**src/rtl/cnt_msg_rx.sv**
```systemverilog
// cnt_msg_rx: UART 8N1 receiver plus a parser for "CNT: NN\r\n" report lines.
// Deserialised bytes feed a line parser that publishes a 6-bit count whenever
// a well-formed line carries a value of 63 or less.
module cnt_msg_rx #(
    parameter logic [31:0] CLOCK_FREQUENCY = 32'd27_000_000,
    parameter logic [31:0] BAUD_RATE       = 32'd115200
) (
    input  logic       clk,
    input  logic       rst,
    input  logic       rx,
    output logic [5:0] cnt,
    output logic       cnt_valid,
    output logic [7:0] rx_byte,
    output logic       rx_valid,
    output logic       frame_err,
    output logic       parse_err
);

    localparam logic [31:0] CLKS_PER_BIT = CLOCK_FREQUENCY / BAUD_RATE;
    localparam logic [31:0] HALF         = CLKS_PER_BIT / 32'd2;
    localparam int          CW           = $clog2(CLKS_PER_BIT + 32'd1);

    localparam logic [7:0] CH_C     = 8'h43;
    localparam logic [7:0] CH_N     = 8'h4E;
    localparam logic [7:0] CH_T     = 8'h54;
    localparam logic [7:0] CH_COLON = 8'h3A;
    localparam logic [7:0] CH_SPACE = 8'h20;
    localparam logic [7:0] CH_CR    = 8'h0D;
    localparam logic [7:0] CH_LF    = 8'h0A;

    typedef enum logic [2:0] {
        S_IDLE, S_START, S_DATA, S_STOP, S_WAIT_IDLE
    } byte_state_e;

    typedef enum logic [3:0] {
        P_C, P_N, P_T, P_COL, P_SP, P_D1, P_D0, P_CR, P_LF
    } parse_state_e;

    // Synchroniser and edge-detect history
    logic rx_meta_q, rxs_q, rxs_prev_q;

    // Byte receiver state
    byte_state_e   byte_state_q, byte_state_d;
    logic [CW-1:0] clk_cnt_q, clk_cnt_d;
    logic [2:0]    bit_idx_q, bit_idx_d;
    logic [7:0]    shift_q, shift_d;
    logic [7:0]    rx_byte_q, rx_byte_d;
    logic          rx_valid_q, rx_valid_d;
    logic          frame_err_q, frame_err_d;

    // Line parser state
    parse_state_e  parse_state_q, parse_state_d;
    logic [3:0]    d1_q, d1_d, d0_q, d0_d;
    logic [5:0]    cnt_q, cnt_d;
    logic          cnt_valid_q, cnt_valid_d;
    logic          parse_err_q, parse_err_d;
    logic          byte_ok;

    logic          tick_half, tick_bit, is_c, is_digit;
    logic [6:0]    line_value;

    assign tick_half  = (clk_cnt_q == CW'(HALF - 32'd1));
    assign tick_bit   = (clk_cnt_q == CW'(CLKS_PER_BIT - 32'd1));
    assign is_c       = (rx_byte_q == CH_C);
    assign is_digit   = (rx_byte_q >= 8'h30) && (rx_byte_q <= 8'h39);
    assign line_value = 7'(d1_q) * 7'd10 + 7'(d0_q);

    // Registers: synchroniser, byte receiver and parser, all cleared by rst.
    // Sync flops clear to 0 so a line already low at reset release shows no
    // falling edge.
    always_ff @(posedge clk) begin
        // NOTE: state is updated with non-blocking assignments so every flop
        // samples pre-edge values regardless of statement order.
        if (rst) begin
            rx_meta_q     <= 1'b0;
            rxs_q         <= 1'b0;
            rxs_prev_q    <= 1'b0;
            byte_state_q  <= S_IDLE;
            clk_cnt_q     <= '0;
            bit_idx_q     <= '0;
            shift_q       <= '0;
            rx_byte_q     <= '0;
            rx_valid_q    <= 1'b0;
            frame_err_q   <= 1'b0;
            parse_state_q <= P_C;
            d1_q          <= '0;
            d0_q          <= '0;
            cnt_q         <= '0;
            cnt_valid_q   <= 1'b0;
            parse_err_q   <= 1'b0;
        end else begin
            rx_meta_q     <= rx;
            rxs_q         <= rx_meta_q;
            rxs_prev_q    <= rxs_q;
            byte_state_q  <= byte_state_d;
            clk_cnt_q     <= clk_cnt_d;
            bit_idx_q     <= bit_idx_d;
            shift_q       <= shift_d;
            rx_byte_q     <= rx_byte_d;
            rx_valid_q    <= rx_valid_d;
            frame_err_q   <= frame_err_d;
            parse_state_q <= parse_state_d;
            d1_q          <= d1_d;
            d0_q          <= d0_d;
            cnt_q         <= cnt_d;
            cnt_valid_q   <= cnt_valid_d;
            parse_err_q   <= parse_err_d;
        end
    end

    // Byte receiver next state: start detect, mid-bit sampling, stop check.
    always_comb begin
        // NOTE: every comb output gets a default first so no path infers a latch.
        byte_state_d = byte_state_q;
        unique case (byte_state_q)
            S_IDLE:      if (rxs_prev_q && !rxs_q) byte_state_d = S_START;
            S_START:     if (tick_half) byte_state_d = rxs_q ? S_IDLE : S_DATA;
            S_DATA:      if (tick_bit && bit_idx_q == 3'd7) byte_state_d = S_STOP;
            S_STOP:      if (tick_bit) byte_state_d = rxs_q ? S_IDLE : S_WAIT_IDLE;
            S_WAIT_IDLE: if (rxs_q) byte_state_d = S_IDLE;
            default:     byte_state_d = S_IDLE;
        endcase
    end

    // Byte receiver datapath: bit timer, LSB-first shifter, byte/error pulses.
    always_comb begin
        clk_cnt_d   = clk_cnt_q + CW'(1);
        bit_idx_d   = bit_idx_q;
        shift_d     = shift_q;
        rx_byte_d   = rx_byte_q;
        rx_valid_d  = 1'b0;
        frame_err_d = 1'b0;
        unique case (byte_state_q)
            S_IDLE: begin
                clk_cnt_d = '0;
                bit_idx_d = '0;
            end
            S_START: if (tick_half) clk_cnt_d = '0;
            S_DATA: if (tick_bit) begin
                clk_cnt_d = '0;
                shift_d   = {rxs_q, shift_q[7:1]};
                bit_idx_d = bit_idx_q + 3'd1;
            end
            S_STOP: if (tick_bit) begin
                clk_cnt_d = '0;
                if (rxs_q) begin
                    rx_byte_d  = shift_q;
                    rx_valid_d = 1'b1;
                end else begin
                    frame_err_d = 1'b1;
                end
            end
            default: clk_cnt_d = '0;
        endcase
    end

    // Parser next state: walk the expected sequence; a stray 'C' resyncs.
    always_comb begin
        parse_state_d = parse_state_q;
        byte_ok       = 1'b0;
        unique case (parse_state_q)
            P_C:     byte_ok = is_c;
            P_N:     byte_ok = (rx_byte_q == CH_N);
            P_T:     byte_ok = (rx_byte_q == CH_T);
            P_COL:   byte_ok = (rx_byte_q == CH_COLON);
            P_SP:    byte_ok = (rx_byte_q == CH_SPACE);
            P_D1:    byte_ok = is_digit;
            P_D0:    byte_ok = is_digit;
            P_CR:    byte_ok = (rx_byte_q == CH_CR);
            P_LF:    byte_ok = (rx_byte_q == CH_LF);
            default: byte_ok = 1'b0;
        endcase
        if (frame_err_q) begin
            parse_state_d = P_C;
        end else if (rx_valid_q) begin
            if (!byte_ok) begin
                parse_state_d = is_c ? P_N : P_C;
            end else begin
                unique case (parse_state_q)
                    P_C:     parse_state_d = P_N;
                    P_N:     parse_state_d = P_T;
                    P_T:     parse_state_d = P_COL;
                    P_COL:   parse_state_d = P_SP;
                    P_SP:    parse_state_d = P_D1;
                    P_D1:    parse_state_d = P_D0;
                    P_D0:    parse_state_d = P_CR;
                    P_CR:    parse_state_d = P_LF;
                    default: parse_state_d = P_C;
                endcase
            end
        end
    end

    // Parser outputs: latch digits, publish count or flag syntax/range errors.
    always_comb begin
        d1_d        = d1_q;
        d0_d        = d0_q;
        cnt_d       = cnt_q;
        cnt_valid_d = 1'b0;
        parse_err_d = 1'b0;
        if (rx_valid_q) begin
            if (!byte_ok) begin
                // Noise between lines is dropped quietly while hunting for 'C'.
                parse_err_d = (parse_state_q != P_C);
            end else begin
                // ASCII digits 0x30..0x39 carry their value in the low nibble.
                if (parse_state_q == P_D1) d1_d = rx_byte_q[3:0];
                if (parse_state_q == P_D0) d0_d = rx_byte_q[3:0];
                if (parse_state_q == P_LF) begin
                    if (line_value <= 7'd63) begin
                        cnt_d       = line_value[5:0];
                        cnt_valid_d = 1'b1;
                    end else begin
                        parse_err_d = 1'b1;
                    end
                end
            end
        end
    end

    assign cnt       = cnt_q;
    assign cnt_valid = cnt_valid_q;
    assign rx_byte   = rx_byte_q;
    assign rx_valid  = rx_valid_q;
    assign frame_err = frame_err_q;
    assign parse_err = parse_err_q;

endmodule

```
**config.mk**
```make
export PLATFORM = sky130hd
export DESIGN_NAME = cnt_msg_rx
export DESIGN_NICKNAME = d
export VERILOG_FILES = /design/src/rtl/cnt_msg_rx.sv
export SDC_FILE = /design/constraint.sdc
export NUM_CORES = 1
export LEC_CHECK = 0
export ABC_AREA = 1
export ABC_CLOCK_PERIOD_IN_PS = 6500
export CORE_UTILIZATION = 62
export DETAILED_ROUTE_END_ITERATION = 8
export HOLD_SLACK_MARGIN = 0.05
export PLACE_DENSITY = 0.93
export REMOVE_ABC_BUFFERS = 1
export SLEW_MARGIN = 20
export SYNTH_ARGS = -nofsm -noshare
export SYNTH_HDL_FRONTEND = slang
export SYNTH_SLANG_ARGS = --single-unit
```
**constraint.sdc**
```tcl
create_clock -name clk -period 6.5 [get_ports clk]
set_input_delay 1.3 -clock clk [delete_from_list [all_inputs] [get_ports clk]]
set_output_delay 1.3 -clock clk [all_outputs]
set_load 0.01 [all_outputs]
```
==> impl_metrics.csv, run 1 <==
group,metric,value,unit
die,dieArea,4910,sq um
global_routing,antenna_found_initial,0,
die,die_h,70.1,um
placement,place_congestion,0.885,
min_path,hp-class,"flop to flop",
clocking,clk_pin_slew,0.07,ns
logic_synthesis,synth_seq_cells,59,
route,viasPerCell,5.53,
route,vias,2588,
worst_setup_path,crit_family,"buffers and inverters",
final_layout,final_cell_mix,"nand2_1 (65), dfxtp_1 (59), inv_1 (46), nor2_1 (42), a21oi_1 (39)",
logic_synthesis,synth_edf_count,0,
flow_run,max_cap_viol_count,0,
clocking,postCtsResizedCells,0,
worst_setup_path,critPathBufInv,1,
global_routing,grt.total_usage,27.2,%
die,rows,24,
die,dieWidth,70.1,um
route,first_pass_iters,5,
clocking,cts_buffers,9,
final_layout,final_common_cell,"nand2_1",
timing,min_period,2.73,ns
clocking,clock_latency,0.33,ns
placement,place_inst,453,
final_layout,nets,429,
die,start_util,65.1,%
worst_setup_path,slowest_delay,0.60,ns
logic_synthesis,synth_flop_cell,"dfxtp_1",
clocking,cts_hold_buf,0,
clocking,cts_root_buf,"clkbuf_8",
logic_synthesis,ys_seq_area_share,41.1,%
clocking,clock-sinks,59,
route,wl,6.04,mm
die,coreArea,4410,sq um
route,ant_nets,0,
timing,hold_viol,0,
timing,clock.fmax,0.366,GHz
worst_setup_path,worstSetupEndpointType,"primary output",
min_path,hp-start,"rx_meta_q",
timing,setup_viol,0,
logic_synthesis,yosys_warnings,0,
pwr,p_per_area,230,nW/um^2
worst_setup_path,arrival,1.43,ns
final_layout,instances_no_fill,468,
timing,skew,0.00914,ns
worst_setup_path,cp_max_fo,8,
final_layout,diodes,0,
placement,portBuffers,20,
worst_setup_path,worst_setup_path_start_kind,"flop",
clocking,htree_levels,3,
worst_setup_path,cp-startpoint,"rx_byte[2]",
die,ios,21,
timing,slew_violations,0,
worst_setup_path,worstReg2RegStart,"d1_q[1]",
timing,rsz0062_at_grt,"no",
global_routing,grt_start_max_net_pins,29,
global_routing,grt_pass1_vias,2517,
timing,finalSetupTns,0,ns
logic_synthesis,ys_types,35,
timing,slew_headroom,32.0,%
pwr,p_leak,1.35,nW
timing,fin_crit_sh,42.1,%
pwr,worst_ir_drop_vdd,155,uV
route,drt_iter0_markers,159,
final_layout,drive_gt1_share,8.89,%
route,wl_per_cell,12.9,um
worst_setup_path,path_class,"flop to primary output",
final_layout,multi_input_area,1450,sq um
clocking,post_cts_buffers,0,
route,drc_errors,0,
worst_setup_path,cp.required,5.20,ns
final_layout,seqCellArea,1180,sq um
worst_setup_path,crit_chain,"clkdlybuf4s50_1",
logic_synthesis,synth_cells,389,
logic_synthesis,avgSynthCellArea,7.38,sq um
logic_synthesis,async_reset_ff_share,0,%
clocking,tritoncts,"yes",
timing,worst_pin_slew,1.02,ns
global_routing,overflow,0,
placement,detailed_place_hpwl,4.27,mm
outcome,status,"completed",
final_layout,nFillCells,355,
worst_setup_path,cpMaxStageDelayCell,"clkdlybuf4s50_1",
logic_synthesis,synthesis.area,2870,sq um
clocking,cts.path.max_buffers,2,
final_layout,areaGrowthSynthToFinish,14.2,%
global_routing,grt_pass1_wl,10.6,mm
[report_power, final]
part / switching (W) / internal, W / total (W)
logic: 0.0000490 / 0.0000251 / 0.0000742
registers: 0.00000953 / 0.000370 / 0.000380
clock network: 0.000135 / 0.000166 / 0.000302
[area by class of cell]
cell class                      count  area share (%)
Multi-Input combinational cell    268            44.1
Timing Repair Buffer               21            6.34
Inverter                           53            6.07
Clock inverter                      2           0.305
Tap cell                           52            1.98
Clock buffer                       13            5.15
Sequential cell                    59            36.0
[cells by family (layout without fill, tap and decap cells)]
group | Yosys count | in the layout | share of synthesized area, %
compound gates | 71 | 71 | 13.1
simple gates | 173 | 173 | 27.6
flops | 59 | 59 | 41.1
xor+xnor | 10 | 10 | 3.05
buf+inv | 62 | 89 | 8.50
fa+ha+maj | 14 | 14 | 6.62
[final timing paths]
check / end / slack, ns / cells past startpoint
max: rx_byte[2] / 3.77 / 1
min: rxs_q / 0.41 / 2
max reg2reg: cnt[5] / 3.77 / 10
min reg2reg: rxs_q / 0.41 / 2
[cells in the mapped netlist, drive strengths merged (4+ instances only)]
library cell / count / area share [%]
o21ai: 24 / 4.2
a21oi: 40 / 7.1
nor2: 45 / 6.6
nor3: 11 / 2.3
xor2: 8 / 2.4
nand3: 38 / 7.0
clkbuf: 6 / 0.78
inv: 53 / 6.9
nand2: 71 / 10
dfxtp: 59 / 41
or2: 4 / 0.87
ha: 12 / 5.2
[per-layer routing]
metal	global-route usage (%)	vias to the layer above	part of all wire [%]
met3	6.93	14	4.8
met2	48.3	68	53
li1	-	1308	-
met4	11.6	0	1.8
met1	30.6	1198	41
met5	0	-	0
[per-stage QoR]
stage	power [W]	utilization [%]	setup slack [ns]	hold slack [ns]	cell area [sq um]
floorplan	0.000441	-	4.16	0.388	2830
global placement	0.000455	70.2	3.52	0.394	3100
detailed placement	0.000460	70.2	3.44	0.397	3100
CTS	0.000760	74.3	3.76	0.408	3280
global route	0.000789	74.3	3.60	0.439	3280
finish	0.000756	74.3	3.77	0.410	3280
[state kept, by name, summed over array words and instances (netlist names), named ones only]
register	count
clk_cnt_q	8
rx_byte	8
shift_q	8
cnt	6
d0_q	4
d1_q	4
parse_state_q	4
bit_idx_q	3
byte_state_q	3
cnt_valid	1
frame_err	1
parse_err	1
rx_meta_q	1
rx_valid	1
rxs_prev_q	1
rxs_q	1
Note: power is estimated with default switching activity, not from simulation.
==> run 2, diff against run 1 <==
Settings changed: ABC_CLOCK_PERIOD_IN_PS 6500 to 2600, CORE_UTILIZATION 62 to 58, PLACE_DENSITY 0.93 to 0.88.
Clock period 6.5 ns to 2.6 ns, I/O delays scaled along.
==> run 2 against run 1 <==
Against the previous run:
- first-iteration DRC count is 1.9% higher
- clock skew grew 0.0024 ns
- global-route usage fell by 0.78 points
- highest routed layer unchanged
- critical path type is now flop to flop
- sequential power up 150%
- clock power rose to 3.1 times the previous value
- register-to-register slack worse by 3.6 ns
- cell area increased by 3.3%
- critical path depth increased by 9
- sequential share of layout area shrank 1.1 points
- non-clock buffer count increased by 5
- clock-buffer cell count down 1
- worst hold slack worse by 0.0061 ns
==> impl_metrics.csv, run 2 (synthesis gave the netlist of run 1 again) <==
group,metric,value,unit
worst_setup_path,crit_family,"adder cells",
timing,clock.fmax,0.416,GHz
worst_setup_path,path_class,"flop to flop",
timing,slew_headroom,60.9,%
global_routing,grt.total_usage,26.4,%
pwr,worst_ir_drop_vdd,575,uV
clocking,cts_root_buf,"clkbuf_8",
timing,finalSetupTns,0,ns
die,rows,25,
timing,skew,0.0116,ns
route,viasPerCell,5.36,
worst_setup_path,slowest_delay,0.50,ns
worst_setup_path,worstSetupEndpointType,"flop",
worst_setup_path,cp.required,2.88,ns
outcome,status,"completed",
worst_setup_path,arrival,2.68,ns
route,top_layer,"met4",
timing,setup_viol,0,
die,start_util,60.4,%
global_routing,grt_pass1_vias,2453,
timing,fin_crit_sh,92.4,%
timing,worst_pin_slew,0.583,ns
route,ant_nets,0,
route,first_pass_iters,4,
final_layout,diodes,0,
die,dieArea,5240,sq um
global_routing,antenna_found_initial,0,
route,vias,2620,
final_layout,nFillCells,381,
worst_setup_path,critPathBufInv,1,
worst_setup_path,worst_setup_path_start_kind,"flop",
final_layout,areaGrowthSynthToFinish,17.9,%
placement,place_congestion,0.853,
die,dieWidth,72.4,um
min_path,hp-class,"flop to flop",
worst_setup_path,cpMaxStageDelayCell,"fa_1",
timing,slew_violations,0,
clocking,tritoncts,"yes",
route,wl_met3,325,um
timing,hold_viol,0,
placement,portBuffers,20,
final_layout,final_common_cell,"nand2_1",
route,drt-met1-wl,2.63,mm
timing,timing.final.ws_setup,0.199,ns
clocking,clk_pin_slew,0.07,ns
timing,rsz0062_at_grt,"no",
clocking,htree_levels,3,
placement,pre_cts_slack,0.153,ns
clocking,clock-sinks,59,
placement,detailed_place_hpwl,4.28,mm
worst_setup_path,crit_chain,"ha_1, ha_1, fa_1, inv_1, nor2_1, xor2_1, nor2_1, nand3_2, or2_0, a21oi_1",
die,coreArea,4750,sq um
die,die_h,72.4,um
global_routing,grt_start_max_net_pins,20,
route,drt_iter0_markers,162,
clocking,cts_hold_buf,0,
die,ios,21,
final_layout,nets,434,
flow_run,max_cap_viol_count,0,
clocking,cts.path.max_buffers,2,
clocking,cts_buffers,9,
pwr,p_leak,1.40,nW
global_routing,overflow,0,
route,wl_per_cell,12.9,um
route,wl,6.31,mm
clocking,clock_latency,0.35,ns
global_routing,grt_pass1_wl,10.5,mm
final_layout,drive_gt1_share,10.7,%
worst_setup_path,cp_max_fo,5,
timing,min_period,2.40,ns
route,drc_errors,0,
pwr,p_per_area,619,nW/um^2
final_layout,final_cell_mix,"nand2_1 (65), dfxtp_1 (57), inv_1 (46), nor2_1 (42), a21oi_1 (39)",
route,wl_met2,3.14,mm
==> run 2: cell count changes in the layout (fill, tap and decap cells not counted) <==
cell	change
buf_4	+5
bufinv_16	+2
clkbuf_8	-1
clkinv_2	-1
clkinvlp_4	+1
dfxtp_1	-2
dfxtp_2	+2
==> run 2: final timing paths <==
path         startpoint  endpoint  slack (ns)  depth (start not counted)
max             d1_q[1]    cnt[4]        0.20                         10
min           rx_meta_q     rxs_q        0.40                          2
max reg2reg     d1_q[1]    cnt[4]        0.20                         10
min reg2reg   rx_meta_q     rxs_q        0.40                          2
==> run 2: worst reg2reg max path: stages (launching register included) <==
cell     delay (ns)
dfxtp_1        0.41
ha_1           0.27
ha_1           0.23
fa_1           0.50
inv_1          0.06
nor2_1         0.13
xor2_1         0.09
nor2_1         0.15
nand3_2        0.13
or2_0          0.23
a21oi_1        0.13
==> run 2: area by class of cell <==
type	instances	area (sq um)	share of cell area, %
multi-input cells	268	1450	42.7
clock buffers	12	155	4.58
well taps	67	83.8	2.48
clock inverters	4	72.6	2.14
inverters	53	199	5.88
flip-flops and latches	59	1180	35.0
repair buffers	26	245	7.24
==> run 2: power breakdown <==
| part | internal, W | leakage [nW] | total (W) | switching (W) |
|---|---|---|---|---|
| registers | 0.000926 | 0.477 | 0.000949 | 0.0000236 |
| clock network | 0.000590 | 0.113 | 0.000951 | 0.000361 |
| logic | 0.0000640 | 0.806 | 0.000194 | 0.000130 |
| total | 0.00158 | 1.40 | 0.00209 | 0.000515 |
==> run 2: what timing repair did <==
action | CTS | global route
hold endpoints to repair | 0 | 0
buffers inserted | 0 | 1
setup endpoints to repair | 0 | 3
resized for setup | 0 | 2
==> run 2: metrics by stage <==
step	utilization [%]	power, W	instance area (sq um)	hold slack (ns)	instances
floorplan	-	0.00110	2830	0.388	380
global placement	66.2	0.00114	3150	0.393	472
detailed placement	66.2	0.00115	3150	0.395	472
CTS	71.0	0.00210	3380	0.405	488
global route	71.2	0.00217	3390	0.449	489
finish	71.2	0.00209	3390	0.404	489
==> run 2: per-layer routing <==
layer  track usage (%)  vias to the layer above
met2              45.3                       79
met5                 0                        -
met1              29.1                     1190
met4              16.6                        0
li1                  -                     1325
met3              6.67                       26
